**src/rtl/channel_sequencer.sv**
```systemverilog
// Frame-aware channel sequencer: tags accepted samples with their channel index,
// flags tlast on the final channel, tracks frame sync and counts completed frames.
module channel_sequencer #(
  parameter int NUM_CH  = 32,
  parameter int CH_W    = 5,
  parameter int DATA_W  = 16,
  parameter int FRAME_W = 32
) (
  input  logic               clk,
  input  logic               rst,
  input  logic               s_tvalid,
  output logic               s_tready,
  input  logic [DATA_W-1:0]  s_tdata,
  input  logic               s_tsof,
  output logic               m_tvalid,
  input  logic               m_tready,
  output logic [DATA_W-1:0]  m_tdata,
  output logic [CH_W-1:0]    m_tchan,
  output logic               m_tlast,
  output logic [FRAME_W-1:0] frame_cnt,
  output logic               sync_err,
  input  logic               err_clr,
  output logic               locked
);

  typedef enum logic {HUNT, RUN} state_t;

  localparam logic [CH_W-1:0] LAST_CH = CH_W'(NUM_CH - 1);

  state_t          state, state_nxt;
  logic [CH_W-1:0] ch_cnt, ch_cnt_nxt;
  logic [CH_W-1:0] emit_ch;
  logic            accept, emit, set_err, emit_last;

  // While hunting, the input is always drained; once running it follows the output slot.
  assign s_tready  = (state == HUNT) ? 1'b1 : (!m_tvalid || m_tready);
  assign accept    = s_tvalid && s_tready;
  assign locked    = (state == RUN);
  assign emit_last = emit && (emit_ch == LAST_CH);

  always_ff @(posedge clk) begin
    if (rst) begin
      state  <= HUNT;
      ch_cnt <= '0;
    end else begin
      state  <= state_nxt;
      ch_cnt <= ch_cnt_nxt;
    end
  end

  // An SOF always restarts the frame at channel 0; an SOF anywhere else is a sync error.
  always_comb begin
    state_nxt  = state;
    ch_cnt_nxt = ch_cnt;
    emit       = 1'b0;
    emit_ch    = '0;
    set_err    = 1'b0;
    if (accept) begin
      case (state)
        HUNT: begin
          if (s_tsof) begin
            emit      = 1'b1;
            state_nxt = RUN;
          end
        end
        RUN: begin
          if (s_tsof) begin
            emit    = 1'b1;
            set_err = (ch_cnt != '0);
          end else if (ch_cnt != '0) begin
            emit    = 1'b1;
            emit_ch = ch_cnt;
          end else begin
            set_err   = 1'b1;
            state_nxt = HUNT;
          end
        end
        default: state_nxt = HUNT;
      endcase
      if (emit) ch_cnt_nxt = (emit_ch == LAST_CH) ? '0 : emit_ch + CH_W'(1);
    end
  end

  always_ff @(posedge clk) begin
    if (rst) begin
      m_tvalid <= 1'b0;
      m_tdata  <= '0;
      m_tchan  <= '0;
      m_tlast  <= 1'b0;
    end else if (emit) begin
      m_tvalid <= 1'b1;
      m_tdata  <= s_tdata;
      m_tchan  <= emit_ch;
      m_tlast  <= (emit_ch == LAST_CH);
    end else if (m_tready) begin
      m_tvalid <= 1'b0;
    end
  end

  // Frames are counted when the last channel is accepted; a new error beats a clear.
  always_ff @(posedge clk) begin
    if (rst) begin
      frame_cnt <= '0;
      sync_err  <= 1'b0;
    end else begin
      if (emit_last) frame_cnt <= frame_cnt + FRAME_W'(1);
      if (set_err) sync_err <= 1'b1;
      else if (err_clr) sync_err <= 1'b0;
    end
  end

endmodule
```
**config.mk**
```make
export PLATFORM = sky130hd
export DESIGN_NAME = channel_sequencer
export DESIGN_NICKNAME = d
export VERILOG_FILES = /design/src/rtl/channel_sequencer.sv
export SDC_FILE = /design/constraint.sdc
export NUM_CORES = 1
export LEC_CHECK = 0
export ABC_AREA = 1
export CELL_PAD_IN_SITES_DETAIL_PLACEMENT = 0
export CELL_PAD_IN_SITES_GLOBAL_PLACEMENT = 1
export CORE_MARGIN = 4
export CORE_UTILIZATION = 29
export DETAILED_ROUTE_END_ITERATION = 10
export PLACE_DENSITY = 0.77
export SKIP_LAST_GASP = 1
export SLEW_MARGIN = 30
export SYNTH_ARGS = -nofsm -noshare
export SYNTH_HDL_FRONTEND = slang
export SYNTH_SLANG_ARGS = --single-unit
```
**constraint.sdc**
```tcl
create_clock -name clk -period 2.3 [get_ports clk]
set_input_delay 0.345 -clock clk [delete_from_list [all_inputs] [get_ports clk]]
set_output_delay 0.345 -clock clk [all_outputs]
set_load 0.05 [all_outputs]
```
==> reports/metrics.cfg, run 1 <==
[worst_hold_path]
hp-start = m_tchan[3]
hold_path_end = m_tchan[3]
whs_path_depth = 2
hp-class = reg -> reg

[timing]
clock.fmax_ghz = 0.484
rsz0062_at_grt = false
slew_viol_final = 0
min_period_over_period = 0.898
fin_tns_setup_ps = 0
finalSetupViolCount = 0
hold_viol_final = 0
worst_slew_pin_slew_ps = 538
finalCriticalPeriod_ps = 2070
slew_headroom = 0.640
finClkSkew_ps = 12.0

[layout]
drive_gt1_frac = 0.0691
utilization = 0.417
final_net_count = 614
syn2layout_area_growth_pct = 37.8
fin_area_um2 = 4390
diodes = 0

[critical_path]
r2r_setup_slack_ps = 340
crit_fanout = 8
worstReg2RegEnd = frame_cnt[10]
start_kind = flop
worstPathCellList = clkdlybuf4s50_1
crit_cells = 1
crit_required_ps = 1960
path_class = reg -> out
crit_arrival_ps = 1720
slowest_delay_ps = 870
cp_top_family = buffers and inverters
rr_worst_depth = 13
critPathBufInv = 1
cp_slowest_cell = clkdlybuf4s50_1
end_kind = primary output
timing.rr.start = ch_cnt[3]

[logic_synthesis]
syn_inst = 504
yosysSeqAreaShare = 0.390
synth_area_leader_cell = dfxtp_1
synth-seq-cells = 62
synth_top_area_share = 0.390
synth_nets = 530
yosys_warnings = 0
syn_area_per_cell_um2 = 6.32
ys_types = 25
synthTopCellsByArea = dfxtp_1 39%, nand2_1 18%, nor2_1 14%, a21oi_1 5.2%, inv_1 4.1%
netlist_area_um2 = 3180

[clocking]
post-cts-setup-buffers = 0
cts_buffers = 9
clock_latency_ps = 340
clock_sinks = 62
cts_tree = done
cts_resized = 0
clkTransAtPathRegs_ps = 80
cts_max_path_buffers = 2
cts-htree-levels = 3
cts_root_buffer = clkbuf_8
ctsHoldBuffers = 0

[power]
pwr-share-clk = 0.409
p_leak_uw = 0.00154
p_seq_frac = 0.454
p_int_uw = 1770
netSwitchingFraction = 0.290
p_sw_uw = 723
powerDensity_nw_per_um2 = 569
irDropWorstVdd_mv = 0.362
p_comb_frac = 0.138

[place]
io_buffer_count = 79
dpl.hpwl_mm = 6.95
gp_congestion = 0.837
place_area_um2 = 4180

[die]
initial_core_util = 0.303
dieWidth_um = 113
rows = 37
die-area_um2 = 12700
ioPinCount = 80
dieHeight_um = 113
core_um2 = 10500

[detailed_routing]
antenna_left = 0
drtPass1Iterations = 4
dr_total_vias = 3312
drc = 0
wl_per_cell_um = 12.6
viasPerCell = 4.54
routed_wl_mm = 9.19
drtIter0Drc = 135

[job]
max-cap-violations = 0

[global_route]
grt_usage = 0.148
antenna_found_initial = 0
grt_pass1_wl_mm = 15.3
grt_start_max_net_pins = 32
grt_pass1_vias = 3194
grt-ovfl-total = 0

[outcome]
outcome = completed

## Yosys cell counts
master,instances
buf_6,3
a211oi_1,1
a22oi_1,1
o21a_1,1
xnor2_1,2
buf_2,2
nand4_1,1
o21ai_1,2
nor2_2,4
nor2_4,2
o21ai_0,24
dfxtp_1,62
xor2_1,7
nor2_1,118
a21oi_1,33
ha_1,4
nand2_2,2
nand2_1,154
nand3_1,22
nor3_1,8
clkbuf_1,12
nor2_8,1
inv_2,2
inv_1,35
nor3_2,1
## final cells by class
cell class / count / area [µm²]
Sequential cell: 62 / 1240
Clock buffer: 10 / 138
Clock inverter: 6 / 70.1
Tap cell: 136 / 170
Multi-Input combinational cell: 388 / 1720
Inverter: 37 / 139
Fill cell: 1102 / 6120
Timing Repair Buffer: 90 / 908
## metrics by stage
step                power [µW]  worst slack, ps  instances  hold WS (ps)
global placement          1500              101        713           455
finish                    2490              235        729           482
global route              2600              128        729           512
detailed placement        1500             63.2        713           471
floorplan                 1370              223        504           445
CTS                       2530              217        729           486
## registers in the layout, indices dropped and copies added, names as in the netlist
name       flops
frame_cnt     32
m_tdata       16
ch_cnt         5
m_tchan        5
locked         1
m_tlast        1
m_tvalid       1
sync_err       1
## cells in the final DEF (no fill, tap or decap), drive strengths merged, types with 4 or more instances in the layout
| cell type | synthesis | routed |
|---|---|---|
| o21ai | 26 | 26 |
| nand2 | 156 | 156 |
| a21oi | 33 | 33 |
| clkdlybuf4s50 | 0 | 78 |
| inv | 37 | 38 |
| dfxtp | 62 | 62 |
| ha | 4 | 4 |
| nor3 | 9 | 9 |
| clkbuf | 12 | 10 |
| nand3 | 22 | 22 |
| nor2 | 125 | 125 |
| xor2 | 7 | 7 |
| buf | 5 | 12 |
## power by group through the flow
stage	logic, µW	clock network, µW	registers [µW]
after floorplan	99.0	0	1270
after global placement	344	0	1150
after detailed placement	346	0	1160
after CTS	347	1050	1130
after global routing	373	1090	1140
final	343	1020	1130
## routing by layer
layer	GRT usage	vias up	share of wire
met4	0.0417	0	0.015
met1	0.174	1473	0.44
met5	0	-	0
li1	-	1747	-
met2	0.250	81	0.47
met3	0.0578	11	0.075
## cells by family (layout without fill, tap and decap cells)
group	Yosys count	count (layout)	share of synthesized area
buffers and inverters	54	143	0.0715
adder cells (fa/ha/maj)	4	4	0.0157
AND/OR/NAND/NOR	313	313	0.398
XOR/XNOR	9	9	0.0248
flip-flops	62	62	0.390
AO/OA/AOI/OAI	62	62	0.0998
## worst max path at each step
stage	startpoint	end
finish	locked	locked
global route	ch_cnt[3]	frame_cnt[30]
CTS	locked	locked
detailed placement	s_tsof	frame_cnt[10]
global placement	s_tsof	frame_cnt[24]
floorplan	locked	frame_cnt[20]
Power figures use the tool's default switching activity.
==> run 2: changes to the inputs <==
--- a/config.mk
+++ b/config.mk
@@ -10,10 +10,10 @@
 export CELL_PAD_IN_SITES_GLOBAL_PLACEMENT = 1
 export CORE_MARGIN = 4
 export CORE_UTILIZATION = 29
+export CTS_CLUSTER_SIZE = 25
 export DETAILED_ROUTE_END_ITERATION = 10
 export PLACE_DENSITY = 0.77
 export SKIP_LAST_GASP = 1
-export SLEW_MARGIN = 30
 export SYNTH_ARGS = -nofsm -noshare
 export SYNTH_HDL_FRONTEND = slang
 export SYNTH_SLANG_ARGS = --single-unit
==> results of run 2 <==
Final layout, timing and power as in run 1 (identical DEF).
==> run 3: changes to the inputs <==
--- a/config.mk
+++ b/config.mk
@@ -6,13 +6,14 @@
 export NUM_CORES = 1
 export LEC_CHECK = 0
 export ABC_AREA = 1
+export CAP_MARGIN = 15
 export CELL_PAD_IN_SITES_DETAIL_PLACEMENT = 0
 export CELL_PAD_IN_SITES_GLOBAL_PLACEMENT = 1
 export CORE_MARGIN = 4
-export CORE_UTILIZATION = 29
-export CTS_CLUSTER_SIZE = 25
+export CORE_UTILIZATION = 34
+export CTS_CLUSTER_SIZE = 14
 export DETAILED_ROUTE_END_ITERATION = 10
-export PLACE_DENSITY = 0.77
+export PLACE_DENSITY = 0.88
 export SKIP_LAST_GASP = 1
 export SYNTH_ARGS = -nofsm -noshare
 export SYNTH_HDL_FRONTEND = slang
==> run 3 against run 2 <==
Global-route usage grew 1.9 points. Combinational power barely moved. Wire length fell by 2.9%. Die area is 14% lower. Register-to-register slack improved by 120 ps. First-iteration DRC count shrank 3.7%. Critical endpoint unchanged. Highest routed layer unchanged.
==> reports/metrics.cfg, run 3 (same netlist as run 1, synthesis figures left out) <==
[layout]
largest_reg_flops = 32  ; unchanged
top_regs = frame_cnt (32), m_tdata (16)
diodes = 0  ; unchanged
syn2layout_area_growth_pct = 37.2
top_register = frame_cnt
multiInputGateArea_um2 = 1720  ; unchanged
drive_gt1_frac = 0.0643  ; -0.00484
fillers = 975  ; -12%
regArea_um2 = 1240  ; unchanged
fin_area_um2 = 4370  ; -0.43%
mostFrequentLayoutCells = 154 x nand2_1, 118 x nor2_1, 78 x clkdlybuf4s50_1
final_net_count = 612  ; -0.33%
layout_commonest_cell = nand2_1

[timing]
finalSetupViolCount = 0  ; unchanged
fin_tns_setup_ps = 0  ; unchanged
finClkSkew_ps = 9.69  ; -2.34 ps
finalCriticalPeriod_ps = 2040  ; -23.2 ps
worst_slew_pin_slew_ps = 546  ; +8.54 ps
slew_headroom = 0.635  ; -0.00571
clock.fmax_ghz = 0.490  ; +1.1%
rsz0062_at_grt = false
min_period_over_period = 0.888  ; -0.0101
slew_viol_final = 0  ; unchanged
hold_viol_final = 0  ; unchanged
timing.hold.ws_ps = 472  ; -9.57 ps

[global_route]
antenna_found_initial = 0  ; unchanged
grt_pass1_vias = 3130  ; -2.0%
grt_start_max_net_pins = 31  ; -3.1%
grt-ovfl-total = 0  ; unchanged
grt_usage = 0.167  ; +0.0187
grt_pass1_wl_mm = 15.0  ; -2.3%

[clocking]
cts_resized = 0  ; unchanged
cts-htree-levels = 3  ; unchanged
clkTransAtPathRegs_ps = 70  ; about the same
clock_latency_ps = 350  ; about the same
post-cts-setup-buffers = 0  ; unchanged
clock_sinks = 62  ; unchanged
cts_root_buffer = clkbuf_8
ctsHoldBuffers = 0  ; unchanged
cts_max_path_buffers = 2  ; unchanged
cts_buffers = 9  ; unchanged
cts_tree = done

[power]
pwr-share-clk = 0.450  ; +0.041
total_power_uw = 2680  ; +7.3%
p_comb_frac = 0.127  ; -0.011
p_sw_uw = 689  ; -4.8%
p_leak_uw = 0.00156  ; +0.88%
p_int_uw = 1990  ; +12%
netSwitchingFraction = 0.257  ; -0.0326
p_seq_frac = 0.423  ; -0.031
powerDensity_nw_per_um2 = 613  ; +7.7%
irDropWorstVdd_mv = 0.530  ; +46%

[critical_path]
crit_arrival_ps = 1700  ; -20 ps
cp_slowest_cell = clkdlybuf4s50_1
crit_cells = 1  ; unchanged
end_kind = primary output
cp_top_family = buffers and inverters
worstPathCellList = clkdlybuf4s50_1
rr_worst_depth = 13  ; unchanged
slowest_delay_ps = 870  ; about the same
critPathCapture = locked
crit_fanout = 8  ; unchanged
r2r_setup_slack_ps = 460  ; +120 ps
critPathBufInv = 1  ; unchanged
timing.rr.start = ch_cnt[2]
crit_required_ps = 1960  ; about the same
critPathLaunch = locked
path_class = reg -> out
start_kind = flop
worstReg2RegEnd = frame_cnt[6]

[place]
dpl.hpwl_mm = 6.61  ; -4.9%
io_buffer_count = 79  ; unchanged
gp_congestion = 0.857  ; +2.4%
place_area_um2 = 4120  ; -1.4%

[detailed_routing]
routed_wl_mm = 8.93  ; -2.9%
wl_per_cell_um = 12.7  ; +0.86%
dr_total_vias = 3387  ; +2.3%
drc = 0  ; unchanged
antenna_left = 0  ; unchanged
viasPerCell = 4.82  ; +6.2%
drtIter0Drc = 130  ; -3.7%
drtPass1Iterations = 5  ; +1

[die]
dieWidth_um = 105  ; -7.1%
initial_core_util = 0.346  ; +0.0432
ioPinCount = 80  ; unchanged
die-area_um2 = 11000  ; -14%
rows = 35  ; -5.4%
dieHeight_um = 105  ; -7.1%
core_um2 = 9200  ; -12%

[outcome]
outcome = completed

[job]
max-cap-violations = 0  ; unchanged

[worst_hold_path]
hp-class = reg -> reg

run 3: cell count changes in the layout (fill, tap and decap cells not counted), sizes merged:
cell | previous run | this run
buf | 12 | 10
bufinv | 1 | 3
clkbuf | 10 | 11
clkinvlp | 3 | 1
inv | 38 | 37
run 3: worst min-delay path by stage:
stage / start / end / slack [ps] / cells past startpoint
global placement: ch_cnt[3] / ch_cnt[3] / 460 / 2
floorplan: ch_cnt[3] / ch_cnt[3] / 450 / 2
finish: ch_cnt[3] / ch_cnt[3] / 470 / 2
CTS: ch_cnt[3] / ch_cnt[3] / 480 / 2
global route: ch_cnt[3] / ch_cnt[3] / 510 / 2
detailed placement: m_tlast / m_tlast / 460 / 2
run 3: metal layers:
layer | track usage | up-vias | share of wire
met5 | 0 | - | 0
met4 | 0.0525 | 0 | 0.016
met3 | 0.0630 | 15 | 0.081
met2 | 0.275 | 104 | 0.46
met1 | 0.201 | 1521 | 0.44
li1 | - | 1747 | -
run 3: cell type report:
class | instances | share of cell area
Multi-Input combinational cell | 388 | 0.394
Sequential cell | 62 | 0.284
Timing Repair Buffer | 88 | 0.202
Clock buffer | 11 | 0.0324
Inverter | 37 | 0.0318
Tap cell | 111 | 0.0318
Clock inverter | 5 | 0.0244
run 3: metrics by stage:
stage | setup slack, ps | util | std cells
5_1_grt | 178 | 0.475 | 702
4_1_cts | 241 | 0.475 | 702
3_3_place_gp | 125 | 0.448 | 686
3_5_place_dp | 86.1 | 0.448 | 686
6_report | 258 | 0.475 | 702
2_1_floorplan | 223 | - | 504
run 3: power by group through the flow:
stage | logic [µW] | clock network, µW | registers, µW
floorplan | 99.0 | 0 | 1270
global placement | 341 | 0 | 1150
detailed placement | 342 | 0 | 1160
CTS | 344 | 1230 | 1130
global route | 369 | 1280 | 1140
finish | 340 | 1200 | 1130
